===== src/rtl/pipe_stage_buf.sv =====
// pipe_stage_buf
//   Pipeline-stage register with a valid/ready handshake and a one-entry
//   skid buffer. Payloads leave in the order they were accepted. A flush
//   turns the stage into a bubble. A saturating counter tracks the cycles
//   in which the stage held valid data while downstream was not ready.
//
// Parameters
//   DATA_W      payload width (e.g. PC and instruction for IF->ID)
//   BUBBLE_VAL  value shown on data_o whenever valid_o is 0
//   CNT_W       stall counter width
//
// Ports
//   clk          rising-edge clock
//   rst_i        synchronous active-high reset (dominates everything)
//   valid_i      upstream payload valid
//   ready_o      stage can accept (skid entry empty)
//   data_i       upstream payload
//   valid_o      output entry valid
//   ready_i      downstream accepts
//   data_o       output payload, BUBBLE_VAL when valid_o is 0
//   flush_i      discard all held entries
//   stall_cnt_o  saturating count of cycles with valid_o=1 and ready_i=0
module pipe_stage_buf #(
  parameter int unsigned       DATA_W     = 64,
  parameter logic [DATA_W-1:0] BUBBLE_VAL = {DATA_W{1'b0}},
  parameter int unsigned       CNT_W      = 16
) (
  input  logic              clk,
  input  logic              rst_i,
  input  logic              valid_i,
  output logic              ready_o,
  input  logic [DATA_W-1:0] data_i,
  output logic              valid_o,
  input  logic              ready_i,
  output logic [DATA_W-1:0] data_o,
  input  logic              flush_i,
  output logic [CNT_W-1:0]  stall_cnt_o
);

  typedef enum logic [1:0] {
    EMPTY = 2'd0,
    ONE   = 2'd1,
    FULL  = 2'd2
  } state_t;

  state_t            state, state_nxt;
  logic [DATA_W-1:0] main_q;
  logic [DATA_W-1:0] skid_q;
  logic [CNT_W-1:0]  stall_cnt_q;

  logic in_fire;
  logic out_fire;
  logic load_main_in;
  logic load_main_skid;
  logic load_skid;

  // Both handshake outputs decode only the registered state, so no input
  // has a combinational path to any output.
  assign valid_o = (state != EMPTY);
  assign ready_o = (state != FULL);

  assign in_fire  = valid_i & ready_o;
  assign out_fire = valid_o & ready_i;

  always_comb begin
    state_nxt      = state;
    load_main_in   = 1'b0;
    load_main_skid = 1'b0;
    load_skid      = 1'b0;

    case (state)
      EMPTY: begin
        if (in_fire) begin
          state_nxt    = ONE;
          load_main_in = 1'b1;
        end
      end
      ONE: begin
        if (in_fire && out_fire) begin
          load_main_in = 1'b1;
        end else if (in_fire) begin
          state_nxt = FULL;
          load_skid = 1'b1;
        end else if (out_fire) begin
          state_nxt = EMPTY;
        end
      end
      FULL: begin
        // ready_o is low here, so a new payload cannot arrive in this state.
        if (out_fire) begin
          state_nxt      = ONE;
          load_main_skid = 1'b1;
        end
      end
      default: begin
        state_nxt = EMPTY;
      end
    endcase

    // A flush wins over the handshake. An accepted input is dropped, and an
    // output taken in the same cycle has already been delivered downstream.
    if (flush_i) begin
      state_nxt      = EMPTY;
      load_main_in   = 1'b0;
      load_main_skid = 1'b0;
      load_skid      = 1'b0;
    end
  end

  always_ff @(posedge clk) begin
    if (rst_i) begin
      state <= EMPTY;
    end else begin
      state <= state_nxt;
    end
  end

  // Payload registers are not reset. valid_o masks them, so stale contents
  // are never visible on data_o.
  always_ff @(posedge clk) begin
    if (load_main_in) begin
      main_q <= data_i;
    end else if (load_main_skid) begin
      main_q <= skid_q;
    end
    if (load_skid) begin
      skid_q <= data_i;
    end
  end

  // Counts stalled cycles and holds at all-ones. Only reset clears it; a
  // flush leaves it unchanged.
  always_ff @(posedge clk) begin
    if (rst_i) begin
      stall_cnt_q <= '0;
    end else if (valid_o && !ready_i && (stall_cnt_q != {CNT_W{1'b1}})) begin
      stall_cnt_q <= stall_cnt_q + CNT_W'(1);
    end
  end

  assign stall_cnt_o = stall_cnt_q;
  assign data_o      = valid_o ? main_q : BUBBLE_VAL;

endmodule

===== config.mk =====
export PLATFORM = sky130hd
export DESIGN_NAME = pipe_stage_buf
export DESIGN_NICKNAME = d
export VERILOG_FILES = /design/src/rtl/pipe_stage_buf.sv
export SDC_FILE = /design/constraint.sdc
export NUM_CORES = 1
export LEC_CHECK = 0
export CAP_MARGIN = 20
export CORE_AREA = 2 2 146 148
export DETAILED_ROUTE_END_ITERATION = 10
export DIE_AREA = 0 0 148 150
export GPL_TIMING_DRIVEN = 0
export HOLD_SLACK_MARGIN = 0.1
export PLACE_DENSITY = 0.51
export SYNTH_ARGS = -nofsm -noshare
export SYNTH_HDL_FRONTEND = slang
export SYNTH_SLANG_ARGS = --single-unit

===== constraint.sdc =====
create_clock -name clk -period 6.5 [get_ports clk]
set_input_delay 0.975 -clock clk [delete_from_list [all_inputs] [get_ports clk]]
set_output_delay 0.975 -clock clk [all_outputs]
set_load 0.01 [all_outputs]

Word-level counts from Yosys, hierarchy flattened
Cells that the tools add are included.

Equal/unequal tests: 8. Multiplexer cells: 19. Reductions and logical operators: 9. $add $sub $neg: 1. Bitwise gates (word level): 2.

Operator list (count): $mux 64 (3); $add 16x1->16 const B (1); $ne 16x16->1 const B (1); $mux 2 (5); $mux 1 (9); $ne 2x2->1 const B (4); $pmux 2 s3 (1); $reduce_and 4->1 (1); $reduce_bool 2->1 (2); $logic_and 1x1->1 (3); $ne 3x3->1 const B (1); $and 1x1->1 (2); $eq 2x1->1 const B (1); $eq 2x2->1 const B (1); $logic_not 2->1 (1); $pmux 1 s2 (1); $reduce_or 2->1 (1); $logic_not 1->1 (1).

Output and inout bits: 82. Word-level logic and storage cells: 43. Bits of input ports: 69. Flip-flop bits (word level): 146.

Longest topological paths before layout
Depth after elaboration: 7. Depth in mapped cells: 6. Mapped depth without buffers: 5.

Worst setup path before layout
No wires, ideal clock.

Kind: input to register. From: in flush_i. To: reg main_q[0], enable pin. Arrival time: 5.605 ns. Buffers on the path: 0. Setup slack: 0.321 ns. Cell stages on the path: 2. Data required time: 5.926 ns. Library setup time: 0.574 ns. Cell sequence: nand2b_1 -> o21ai_0.

Longest elaborated chain between the ends: 2. Elaborated cells on any way between the ends: 3. Classes of those cells: mux: 2; reduce/logical: 1.

Ends and longest elaborated chain: start: declaration (RTL line 36) `input logic flush_i,`; $mux 1 (RTL line 102) `if (flush_i) begin`; $reduce_bool 2->1 (no source line) (*); end signal: assignment (RTL line 122) `main_q <= data_i;`; end signal: assignment (RTL line 124) `main_q <= skid_q;`; end: declaration (RTL line 47) `logic [DATA_W-1:0] main_q;`.

Every way passes the cells marked *; elsewhere a longest branch is shown, timed or not. A chain may end at the register's enable or synchronous reset.

Worst setup path after layout
From: reg state[1]. To: out data_o[41].

Longest elaborated chain between the ends: 2.

Ends and longest elaborated chain: start: declaration (RTL line 46) `state_t state, state_nxt;`; start signal: assignment (RTL line 114) `state <= state_nxt;`; $reduce_bool 2->1 (RTL line 59) `assign valid_o = (state != EMPTY);`; $mux 64 (RTL line 142) `assign data_o = valid_o ? main_q : BUBBLE_VAL;`; end: declaration (RTL line 35) `output logic [DATA_W-1:0] data_o,`.

No other way between the ends.

==> key figures <==
Setup path
  • CP Capture Type: output pin
  • Worst R2R Start: state[1]
  • Arrival @ worst endpoint: 2600 ps
  • Setup crit start kind: flop
  • Critical path required time: 5520 ps
  • Crit Path Max Fanout: 10
  • R2R Setup Slk: 4020 ps
  • Crit. Startpoint: state[1]
  • WS Path Type: reg -> out

Finish
  • Final core occ: 0.420
  • Number of diodes: 0
  • Fin nets: 635
  • Post-route cell area: 8700 µm²
  • Share of cells above drive strength 1: 0.230
  • Area Growth Syn to Fin: 43.7%
  • Fillers: 1929

Placed design
  • HPWL after detailed placement: 9790 µm
  • Port Buffers: 150
  • DP Worst Slack: 2830 ps
  • GPL Wtd Cong: 0.830
  • Cell Area, Placed: 8070 µm²

Run
  • Max Cap Viol: 0

Power
  • Comb power frac: 0.077
  • Switch share: 0.210
  • Pwr Density: 261 nW/µm²
  • Peak VDD IR: 0.165 mV
  • Pwr Total: 2270 µW
  • Pint: 1790 µW
  • Clock power share: 0.461
  • P_sw: 476 µW
  • Sequential power share: 0.462
  • Leak: 0.00294 µW

STA
  • Final Setup Violations: 0
  • Fmax: 0.280 GHz
  • Max-slew violation total from the final report: 0
  • Relative slew slack: 0.353
  • Tcrit/Tclk final: 0.549
  • Final count of hold timing violations: 0
  • RSZ-0062 raised after global routing: no
  • Hold Worst Slack: 543 ps
  • Worst Skew: 6.20 ps
  • Min Clock Period, post-route: 3570 ps
  • Least-Margin Pin Slew: 965 ps
  • Setup WS post-layout: 2930 ps

Yosys
  • Sequential-to-total area share from yosys stat: 0.695
  • Count leader, synth: edfxtp_1
  • Synth Instances: 387
  • YS warnings: 0
  • Syn Area/Cell: 15.6 µm²
  • Top cell type's share of synthesized area: 0.635
  • EDFF count, synth: 128
  • Cell Area, Synth: 6050 µm²
  • Distinct cells, synth: 40
  • Synth cell count leaders: 128 x edfxtp_1, 67 x mux2_2, 65 x and2_1
  • Area leader, netlist: edfxtp_1
  • Largest cells by area after synthesis: edfxtp_1 64%, mux2_2 12%, and2_1 6.7%, dfxtp_1 6.0%, a21oi_1 0.91%
  • Mapped Nets: 457
  • Synth Flop Type: edfxtp_1
  • #FFs+latches synth: 146
  • Post-synthesis async set-or-reset flop share: 0

GRT
  • Overflow left after global routing: 0
  • First-pass GRT wire length: 22000 µm
  • Total track usage: 0.128
  • Vias in the first global route: 3989
  • Largest net degree at the start of global routing: 21
  • Initial antenna violation count: 0

Detailed routing
  • Pre-Repair DR Iteration Count: 4
  • Vias: 3881
  • Post-route DRC violation count: 0
  • WL/cell: 16.4 µm
  • Total wire length: 14000 µm
  • Vias per cell: 4.55
  • Starting DRT DRC Count: 239
  • Final ANT Viol Nets: 0

Die
  • Starting density of the core: 0.293
  • Core area: 20700 µm²
  • Cell row count: 53
  • Die width: 148 µm
  • DIE AREA: 22200 µm²
  • IO Count: 151
  • Die Y: 150 µm

Clocking
  • Clock sinks: 146
  • Skew-Pair Late Insertion Delay: 420 ps
  • CTS tree: done
  • Worst-path clk slew: 60 ps
  • Clock Path Buffers: 2
  • H-tree level count: 4
  • CTS buffer count: 17
  • # resized after CTS: 0
  • Hold Buf Count CTS: 0
  • Post-CTS setup buffers: 0
  • CTS Root Cell: clkbuf_16

Run status
  • Result of the run: complete, no violations

Worst hold path
  • Worst Hold Launch: stall_cnt_o[14]
  • HP Class: reg -> reg
-- path summary, 6_finish.rpt --
check                    endpoint  cells past startpoint
setup / recovery       data_o[41]                      5
hold / removal    stall_cnt_o[14]                      2
hold reg to reg   stall_cnt_o[14]                      2
setup reg to reg       main_q[36]                      9
-- area by class of cell --
cell class / count / area, µm² / area share
clock buffer: 17 / 425 / 0.0489
buffer: 18 / 85.1 / 0.00978
timing repair buffer: 159 / 1660 / 0.190
clock inverter: 15 / 206 / 0.0237
multi-input combinational: 221 / 1770 / 0.204
sequential: 146 / 4200 / 0.483
inverter: 2 / 7.51 / 0.000863
tap: 275 / 344 / 0.0396
-- metal layers --
| layer | global-route usage | up-vias | wire (µm) |
|---|---|---|---|
| met2 | 0.202 | 141 | 6400 |
| met5 | 0 | - | 0 |
| met4 | 0.0486 | 0 | 278 |
| li1 | - | 1835 | - |
| met1 | 0.169 | 1880 | 6540 |
| met3 | 0.0357 | 25 | 802 |
-- power by group through the flow --
stage / Combinational [µW] / Clock [µW] / Sequential [µW]
after floorplan: 68.6 / 0 / 1070
after global placement: 164 / 0 / 1080
after detailed placement: 177 / 0 / 1070
after CTS: 178 / 1080 / 1050
after global routing: 188 / 1120 / 1050
final: 174 / 1050 / 1050
-- logic make-up (layout without fill, tap and decap cells) --
kind of cell | count (synthesis) | in the layout | synth area share
AO/OA/AOI/OAI | 30 | 30 | 0.0323
flip-flops | 146 | 146 | 0.695
multiplexers | 68 | 68 | 0.127
adder cells (fa/ha/maj) | 1 | 1 | 0.00207
AND/OR/NAND/NOR | 122 | 122 | 0.129
buffers and inverters | 20 | 211 | 0.0153
-- registers in the layout, summed over array words and instances (netlist names) --
| register | cells |
|---|---|
| stall_cnt_o | 16 |
| main_q | 64 |
| skid_q | 64 |
| state | 2 |
-- worst max-delay path: stages (launching register included) --
cell and delay (ps):
dfxtp_1 440, or2_2 170, clkbuf_1 430, clkbuf_1 370
and2_1 190, clkdlybuf4s50_1 580
-- placed cells by master (no fill, tap or decap), types with 6 or more instances in the layout --
master,count
buf_6,6
and2_1,65
nand2_1,6
mux2_2,67
clkbuf_1,9
clkdlybuf4s50_1,150
dfxtp_1,18
nor2_1,6
nand4_1,6
clkbuf_16,17
buf_2,8
a21oi_1,11
edfxtp_1,128
o31ai_1,6
-- per-stage QoR --
step | TNS, ps | cells
floorplan | 0 | 387
global placement | -443910 | 812
detailed placement | 0 | 821
CTS | 0 | 853
global route | 0 | 853
finish | 0 | 853
Note: power is estimated with default switching activity, not from simulation.
